<file path="config.mk">
export PLATFORM = sky130hd
export DESIGN_NAME = button_debouncer_flat
export DESIGN_NICKNAME = d
export VERILOG_FILES = /design/src/rtl/button_debouncer_pkg.sv /design/src/rtl/button_debouncer_if.sv /design/src/rtl/button_debouncer_debounce_channel.sv /design/src/rtl/button_debouncer.sv /design/src/flat_wrapper.sv
export SDC_FILE = /design/constraint.sdc
export NUM_CORES = 1
export LEC_CHECK = 0
export BUFFER_PORTS_ARGS = -buffer_cell sky130_fd_sc_hd__clkbuf_2
export CAP_MARGIN = 25
export CORE_MARGIN = 2
export CORE_UTILIZATION = 40
export CTS_CLUSTER_SIZE = 30
export DETAILED_ROUTE_END_ITERATION = 10
export MAX_ROUTING_LAYER = met4
export PLACE_DENSITY = 0.56
export SETUP_SLACK_MARGIN = 0.5
export SLEW_MARGIN = 20
export SYNTH_ARGS = -nofsm -noshare
export SYNTH_HDL_FRONTEND = slang
export SYNTH_SLANG_ARGS = --single-unit
</file>
<file path="constraint.sdc">
create_clock -name Clk -period 2.1 [get_ports Clk]
set_clock_uncertainty 0.2 [all_clocks]
set_input_delay 0.42 -clock Clk [delete_from_list [all_inputs] [get_ports Clk]]
set_output_delay 0.42 -clock Clk [all_outputs]
set_load 0.02 [all_outputs]
</file>
<file path="src/rtl/button_debouncer_pkg.sv">
// Shared constants for the push-button conditioning stage.
// Board clock rate and the default debounce/hold cycle counts.
package button_debouncer_pkg;

  localparam int CLK_HZ = 100_000_000;

  localparam logic BTN_RELEASED = 1'b1;
  localparam logic BTN_PRESSED  = 1'b0;

  localparam int DEBOUNCE_10MS = CLK_HZ / 100;
  localparam int HOLD_1S       = CLK_HZ;

  // Counter width able to hold 0..n-1, never narrower than 1 bit.
  function automatic int cnt_w(int n);
    return (n < 2) ? 1 : $clog2(n);
  endfunction

endpackage

</file>
<file path="src/rtl/button_debouncer_if.sv">
// Button bus between the raw inputs, the debouncer and its consumers.
// master drives the raw buttons, slave is the conditioning stage.
interface button_debouncer_if #(
  parameter int NUM_BTN = 4
);

  logic [NUM_BTN-1:0] SW;
  logic [NUM_BTN-1:0] SW_Clean;
  logic [NUM_BTN-1:0] Pressed;
  logic [NUM_BTN-1:0] PressPulse;
  logic [NUM_BTN-1:0] ReleasePulse;
  logic [NUM_BTN-1:0] HoldPulse;

  modport master (
    output SW,
    input  SW_Clean,
    input  Pressed,
    input  PressPulse,
    input  ReleasePulse,
    input  HoldPulse
  );

  modport slave (
    input  SW,
    output SW_Clean,
    output Pressed,
    output PressPulse,
    output ReleasePulse,
    output HoldPulse
  );

endinterface

</file>
<file path="src/rtl/button_debouncer_debounce_channel.sv">
// One button: 2-flop synchronizer, debounce counter, hold counter
// and registered press/release/hold event pulses.
module debounce_channel
  import button_debouncer_pkg::*;
#(
  parameter int DEBOUNCE_CYCLES = DEBOUNCE_10MS,
  parameter int HOLD_CYCLES     = HOLD_1S
) (
  input  logic Clk,
  input  logic Rst,
  input  logic sw,
  output logic sw_clean,
  output logic press_pulse,
  output logic release_pulse,
  output logic hold_pulse
);

  localparam int DW = cnt_w(DEBOUNCE_CYCLES);
  localparam int HW = cnt_w(HOLD_CYCLES);

  localparam logic [DW-1:0] DB_LAST   = DW'(DEBOUNCE_CYCLES - 1);
  localparam logic [HW-1:0] HOLD_LAST = HW'(HOLD_CYCLES - 1);
  localparam logic [HW-1:0] HOLD_PRE  = HW'(HOLD_CYCLES - 2);

  logic          s1;
  logic          s2;
  logic [DW-1:0] db_cnt;
  logic [HW-1:0] hold_cnt;
  logic          hold_fired;
  logic          mismatch;
  logic          accept;
  logic          hold_hit;

  assign mismatch = (s2 != sw_clean);
  assign accept   = mismatch && (db_cnt == DB_LAST);
  assign hold_hit = (hold_cnt == HOLD_PRE) && !hold_fired;

  always_ff @(posedge Clk) begin
    if (Rst) begin
      s1 <= BTN_RELEASED;
      s2 <= BTN_RELEASED;
    end else begin
      s1 <= sw;
      s2 <= s1;
    end
  end

  // Any sample agreeing with the accepted level drops all progress.
  always_ff @(posedge Clk) begin
    if (Rst) begin
      db_cnt        <= '0;
      sw_clean      <= BTN_RELEASED;
      press_pulse   <= 1'b0;
      release_pulse <= 1'b0;
    end else begin
      press_pulse   <= accept && (s2 == BTN_PRESSED);
      release_pulse <= accept && (s2 == BTN_RELEASED);
      if (!mismatch || accept) begin
        db_cnt <= '0;
      end else begin
        db_cnt <= db_cnt + DW'(1);
      end
      if (accept) begin
        sw_clean <= s2;
      end
    end
  end

  always_ff @(posedge Clk) begin
    if (Rst || sw_clean == BTN_RELEASED) begin
      hold_cnt   <= '0;
      hold_fired <= 1'b0;
      hold_pulse <= 1'b0;
    end else if (hold_cnt != HOLD_LAST) begin
      hold_cnt   <= hold_cnt + HW'(1);
      hold_pulse <= hold_hit;
      if (hold_hit) begin
        hold_fired <= 1'b1;
      end
    end else begin
      hold_pulse <= 1'b0;
    end
  end

endmodule

</file>
<file path="src/rtl/button_debouncer.sv">
// Conditions NUM_BTN raw active-low buttons into a clean level bus
// plus per-button press, release and long-hold event pulses.
module button_debouncer
  import button_debouncer_pkg::*;
#(
  parameter int NUM_BTN         = 4,
  parameter int DEBOUNCE_CYCLES = DEBOUNCE_10MS,
  parameter int HOLD_CYCLES     = HOLD_1S
) (
  input  logic        Clk,
  input  logic        Rst,
  button_debouncer_if.slave bus
);

  for (genvar g = 0; g < NUM_BTN; g++) begin : g_ch
    debounce_channel #(
      .DEBOUNCE_CYCLES (DEBOUNCE_CYCLES),
      .HOLD_CYCLES     (HOLD_CYCLES)
    ) u_ch (
      .Clk           (Clk),
      .Rst           (Rst),
      .sw            (bus.SW[g]),
      .sw_clean      (bus.SW_Clean[g]),
      .press_pulse   (bus.PressPulse[g]),
      .release_pulse (bus.ReleasePulse[g]),
      .hold_pulse    (bus.HoldPulse[g])
    );
  end

  assign bus.Pressed = ~bus.SW_Clean;

endmodule

</file>
<file path="src/flat_wrapper.sv">
// flat-port wrapper written by rule: the top's interface ports become plain ports
module button_debouncer_flat import button_debouncer_pkg::*;
#(
  parameter int NUM_BTN         = 4,
  parameter int DEBOUNCE_CYCLES = DEBOUNCE_10MS,
  parameter int HOLD_CYCLES     = HOLD_1S
)
  (Clk, Rst, bus_SW, bus_SW_Clean, bus_Pressed, bus_PressPulse, bus_ReleasePulse, bus_HoldPulse);
  button_debouncer_if #(.NUM_BTN(NUM_BTN)) bus_i ();
  input  logic Clk;
  input  logic Rst;
  input wire logic [$bits(bus_i.SW)-1:0] bus_SW;
  output wire logic [$bits(bus_i.SW_Clean)-1:0] bus_SW_Clean;
  output wire logic [$bits(bus_i.Pressed)-1:0] bus_Pressed;
  output wire logic [$bits(bus_i.PressPulse)-1:0] bus_PressPulse;
  output wire logic [$bits(bus_i.ReleasePulse)-1:0] bus_ReleasePulse;
  output wire logic [$bits(bus_i.HoldPulse)-1:0] bus_HoldPulse;
  assign bus_i.SW = bus_SW;
  assign bus_SW_Clean = bus_i.SW_Clean;
  assign bus_Pressed = bus_i.Pressed;
  assign bus_PressPulse = bus_i.PressPulse;
  assign bus_ReleasePulse = bus_i.ReleasePulse;
  assign bus_HoldPulse = bus_i.HoldPulse;
  button_debouncer #(.NUM_BTN(NUM_BTN), .DEBOUNCE_CYCLES(DEBOUNCE_CYCLES), .HOLD_CYCLES(HOLD_CYCLES)) u_core (.Clk(Clk), .Rst(Rst), .bus(bus_i));
endmodule
</file>
# Word-level counts from Yosys, hierarchy flattened
# Cells that the tools add are included.
# totals
ff_bits,216
latch_bits,0
ram_bits,0
romBits,0
in_bits,6
output_inout_bits,20
elab_cells,113
mem_count,0
# classes
add_sub_neg,8
n_mul,0
div_mod_pow,0
order_cmp,0
eq_ne,16
shift,0
mux,0
bitwise,9
reduce_logical,44
# op_table
op,count
$add A27 B1 Y27 const B,4
$eq A27 B27 Y1 const B,4
$ne A27 B27 Y1 const B,4
$add A20 B1 Y20 const B,4
$eq A20 B20 Y1 const B,4
$logic_and A1 B1 Y1,16
$reduce_or A2 Y1,8
$logic_not A1 Y1,8
$logic_or A1 B1 Y1,8
$not A1 Y1,8
$reduce_and A2 Y1,4
$ne A1 B1 Y1,4
$not A4 Y4,1

# Logic depth before layout (Yosys ltp)
# logic_depth
ltp_word,4
depth_mapped,8
mapped_depth_nobuf,6

# By module
# A second synthesis with hierarchy kept.
# unflattened
hier_cells,1220
hier_area_um2,10470.0
# modules_own_cells
module,n_inst,cells_per_inst,area_each_um2,seq_area_each_um2
debounce_channel,4,304,2613.8,1081.0
button_debouncer,1,4,15.0,0.0

# Worst setup path after synthesis
# OpenSTA, ideal clock, no wires.
# synth_timing
path_kind,reg-to-reg
start,reg u_core.g_ch[1].u_ch.hold_cnt[0]
end,reg u_core.g_ch[1].u_ch.hold_cnt[5]
setup_time_ns,0.116
arrival_ns,1.732
required_time_ns,1.784
slack_ns,0.052
stages_incl_launch_ff,8
path_buffers,2
synth_period_minus_slack_ns,2.048
path_cell_list,dfxtp_1 ha_1 and3_1 clkbuf_1 nand4_1 or3_1 clkbuf_1 a41o_1
# synth_via
elab_chain_len,1
elab_cells_between_ends,2
classes_between,add/sub (1); eq/ne (1)
# synth_lines
element,line,text
start: declaration,button_debouncer_debounce_channel.sv:28,logic [HW-1:0] hold_cnt;
start signal: assignment,button_debouncer_debounce_channel.sv:75,hold_cnt <= hold_cnt + HW'(1);
$add A27 B1 Y27 or $ne A27 B27 Y1 (tied branches),"button_debouncer_debounce_channel.sv:75, button_debouncer_debounce_channel.sv:74",
# Several ways; a longest one is shown, not always the timed one.
# A chain may end at the register's enable or synchronous reset.

# Final worst setup path
# layout_timing
start,reg u_core.g_ch[0].u_ch.hold_cnt[9]
end,reg u_core.g_ch[0].u_ch.hold_cnt[5]
# layout_via
elab_chain_len,1
# layout_lines
element,line,text
start: declaration,button_debouncer_debounce_channel.sv:28,
start signal: assignment,button_debouncer_debounce_channel.sv:75,
$ne A27 B27 Y1,button_debouncer_debounce_channel.sv:74,end else if (hold_cnt != HOLD_LAST) begin
# No other way between the ends.

==> metrics.cfg <==
[finish]
final_cells=1675
seq_area_sq_um=4560
area_growth_pct=52.6
drive_gt1_frac=0.493
antennaDiodeCount=0
fillers=1931
final_nets=1357
multi_input_area_sq_um=6790

[die]
start_util=0.411
num_rows=56
die_w_microns=160
dieArea_sq_um=25500
core_sq_um=23600
fp.dieH_microns=160
io_pins=26

[place]
dp_cells=1464
globalplace.congestion=0.796
io_buffers=25
hpwl_microns=13100

[critical_path]
critPathSlowestCell=or4_4
critPathArrivalTime_ns=2.16
crit_type=flip-flop to flip-flop
start_kind=flip-flop
endpoint_kind=flip-flop
crit_fanout=6
cp_slowest_stage_delay_ns=0.56
required_ns=2.30
crit_chain=or4_4 -> nor4_4 -> nand3_4 -> and3_4 -> o21a_1

[sta]
worst_pin_slew_ns=0.540
finalHoldViolCount=0
setup-violations-final=0
min_period_over_period=0.933
maxSlewHeadroom=0.640
rsz0062_at_grt=yes
drv_slew=0
fmax_mhz=510
finalCriticalPeriod_ns=1.96
fin_tns_setup_ns=0

[global_routing]
antenna_found_initial=0
grt_pass1_vias=8202
grt_pass1_wl_microns=39000
grt_overflow=0
use_met3=0.0244
track_usage=0.182
use_met2=0.303
grt_busiest_layer=met2
grt_max_degree=29
grt_use_met1=0.234

[flow_run]
drv_cap=0

[clock_network]
cts_tree=yes
clk_latency_ns=0.52
cts_max_path_buffers=3
cts_sinks=216
clkTransAtPathRegs_ns=0.06
htreeDepth=1
ctsRootBufferMaster=clkbuf_16
cts_made_buffers=25

[detailed_routing]
num_vias=8531
avgRoutedWirePerCell_microns=14.3
drt_first_iter_violations=378
drtAntennaViolNets=0
drc_errors=0
routed_via_density=5.09
firstDrtPassIters=4
wirelength_microns=24000

[synthesis]
synth.area.top_cells=dfxtp_1 45%, nor2_1 7.8%, xnor2_1 7.0%, xor2_1 6.3%, nand3_1 3.6%
ys_types=50
yosysTopAreaCell=dfxtp_1
ys_seq_area_frac=0.446
synth.top_cell.area_share=0.446
ys_warn_count=0
syn_nets=1148
yosys_register_bits=216
syn_inst=1130
syn_area_sq_um=9700
avgSynthCellArea_sq_um=8.58

[power_and_ir_drop]
peakVddDrop_uv=509
power.leakage_nw=5.36
power_density_nw_per_um2=564

[status]
outcome=finished, final reports clean

[hold_path]
holdCritPathClass=primary input to flip-flop

[critical path: cells and delay by family, from the launching register on]
| kind | cells | cell delay [ns] |
|---|---|---|
| compound gates | 1 | 0.16 |
| flops | 1 | 0.32 |
| simple gates | 4 | 1.18 |
[per-layer routing]
| layer | wire length [microns] | share of wire |
|---|---|---|
| met3 | 673 | 0.028 |
| met2 | 11900 | 0.49 |
| met5 | 0 | 0 |
| met4 | 497 | 0.021 |
| met1 | 11000 | 0.46 |
[through the flow]
step	area, sq um	hold slack [ns]	utilization	worst slack [ns]	total power [W]
after global placement	10800	0.195	0.459	0.115	0.00424
final	14800	0.191	0.627	0.140	0.00835
after detailed placement	10800	0.202	0.459	0.108	0.00424
after floorplan	10400	0.189	-	0.164	0.00423
after global routing	14800	0.197	0.627	0.0779	0.00865
after CTS	13700	0.171	0.579	0.114	0.00848
[worst paths after layout]
check	start	end	slack [ns]	depth (start not counted)
worst min register to register	u_core.g_ch[1].u_ch.s1	u_core.g_ch[1].u_ch.s2	0.21	1
worst min-delay path	Rst	u_core.g_ch[3].u_ch.press_pulse	0.19	3
worst max register to register	u_core.g_ch[0].u_ch.hold_cnt[9]	u_core.g_ch[0].u_ch.hold_cnt[5]	0.14	5
worst max-delay path	u_core.g_ch[0].u_ch.hold_cnt[9]	u_core.g_ch[0].u_ch.hold_cnt[5]	0.14	5
[power by group]
part	total (W)	switching, W	internal (W)
combinational	0.000101	0.0000538	0.0000473
sequential	0.00408	0.00000853	0.00407
clock	0.00417	0.00169	0.00248
[area by class of cell]
cell class                      instances  area share
Inverter                               33     0.00922
Tap cell                              319      0.0270
Sequential cell                       216       0.308
Multi-Input combinational cell        836       0.459
Timing Repair Buffer                  227       0.144
Clock buffer                           33      0.0478
Clock inverter                         11     0.00541
[flip-flops by register name (all words and copies together) (netlist names)]
register                        cells
u_core.g_ch.u_ch.hold_cnt         108
u_core.g_ch.u_ch.db_cnt            80
u_core.g_ch.u_ch.hold_fired         4
u_core.g_ch.u_ch.hold_pulse         4
u_core.g_ch.u_ch.press_pulse        4
u_core.g_ch.u_ch.release_pulse      4
u_core.g_ch.u_ch.s1                 4
u_core.g_ch.u_ch.s2                 4
u_core.g_ch.u_ch.sw_clean           4
[Yosys cell counts, drive strengths merged]
cell     count
inv         33
nor3        37
nand4       45
nand4b       3
o21ai       20
xor2        70
or4          5
mux2i        2
o21a         1
nor2b        1
a21o         1
and4b        2
or3         27
and4        24
nand2       82
a21oi       28
a311oi       2
or2         13
a41oi        1
nor2       201
nor4bb       3
and3        28
buf         31
a211o        4
nor4        27
a31oi       10
and2         5
clkbuf      24
o211ai       5
o2111ai      1
and4bb       1
a41o         2
nand3       70
xnor2       77
ha          12
dfxtp      216
o31ai        2
a211oi       5
nor4b        9
[cell usage in the layout (no fill, tap or decap), drive strengths merged, types with 33 or more instances in the layout]
cell / netlist / final
or3: 27 / 33
inv: 33 / 33
nor2: 201 / 201
buf: 31 / 217
nor3: 37 / 37
xnor2: 77 / 77
dfxtp: 216 / 216
nand4: 45 / 45
clkbuf: 24 / 39
xor2: 70 / 70
nand2: 82 / 85
nand3: 70 / 71
[logic make-up after synthesis]
kind of cell             after synthesis  synth area share
AO/OA/AOI/OAI                         82            0.0515
XOR/XNOR                             147             0.133
adder cells (fa/ha/maj)               12            0.0155
flip-flops                           216             0.446
multiplexers                           2           0.00206
buffers and inverters                 88            0.0428
AND/OR/NAND/NOR                      583             0.310
[repair_timing]
item,4_1_cts,5_1_grt
hold buffers,4,0
setup buffers,97,53
gates cloned,12,1
endpoints found under the setup margin,220,222
pin swaps,117,131
endpoints found under the hold margin,4,0
resized for setup,298,198
Power figures use the tool's default switching activity.
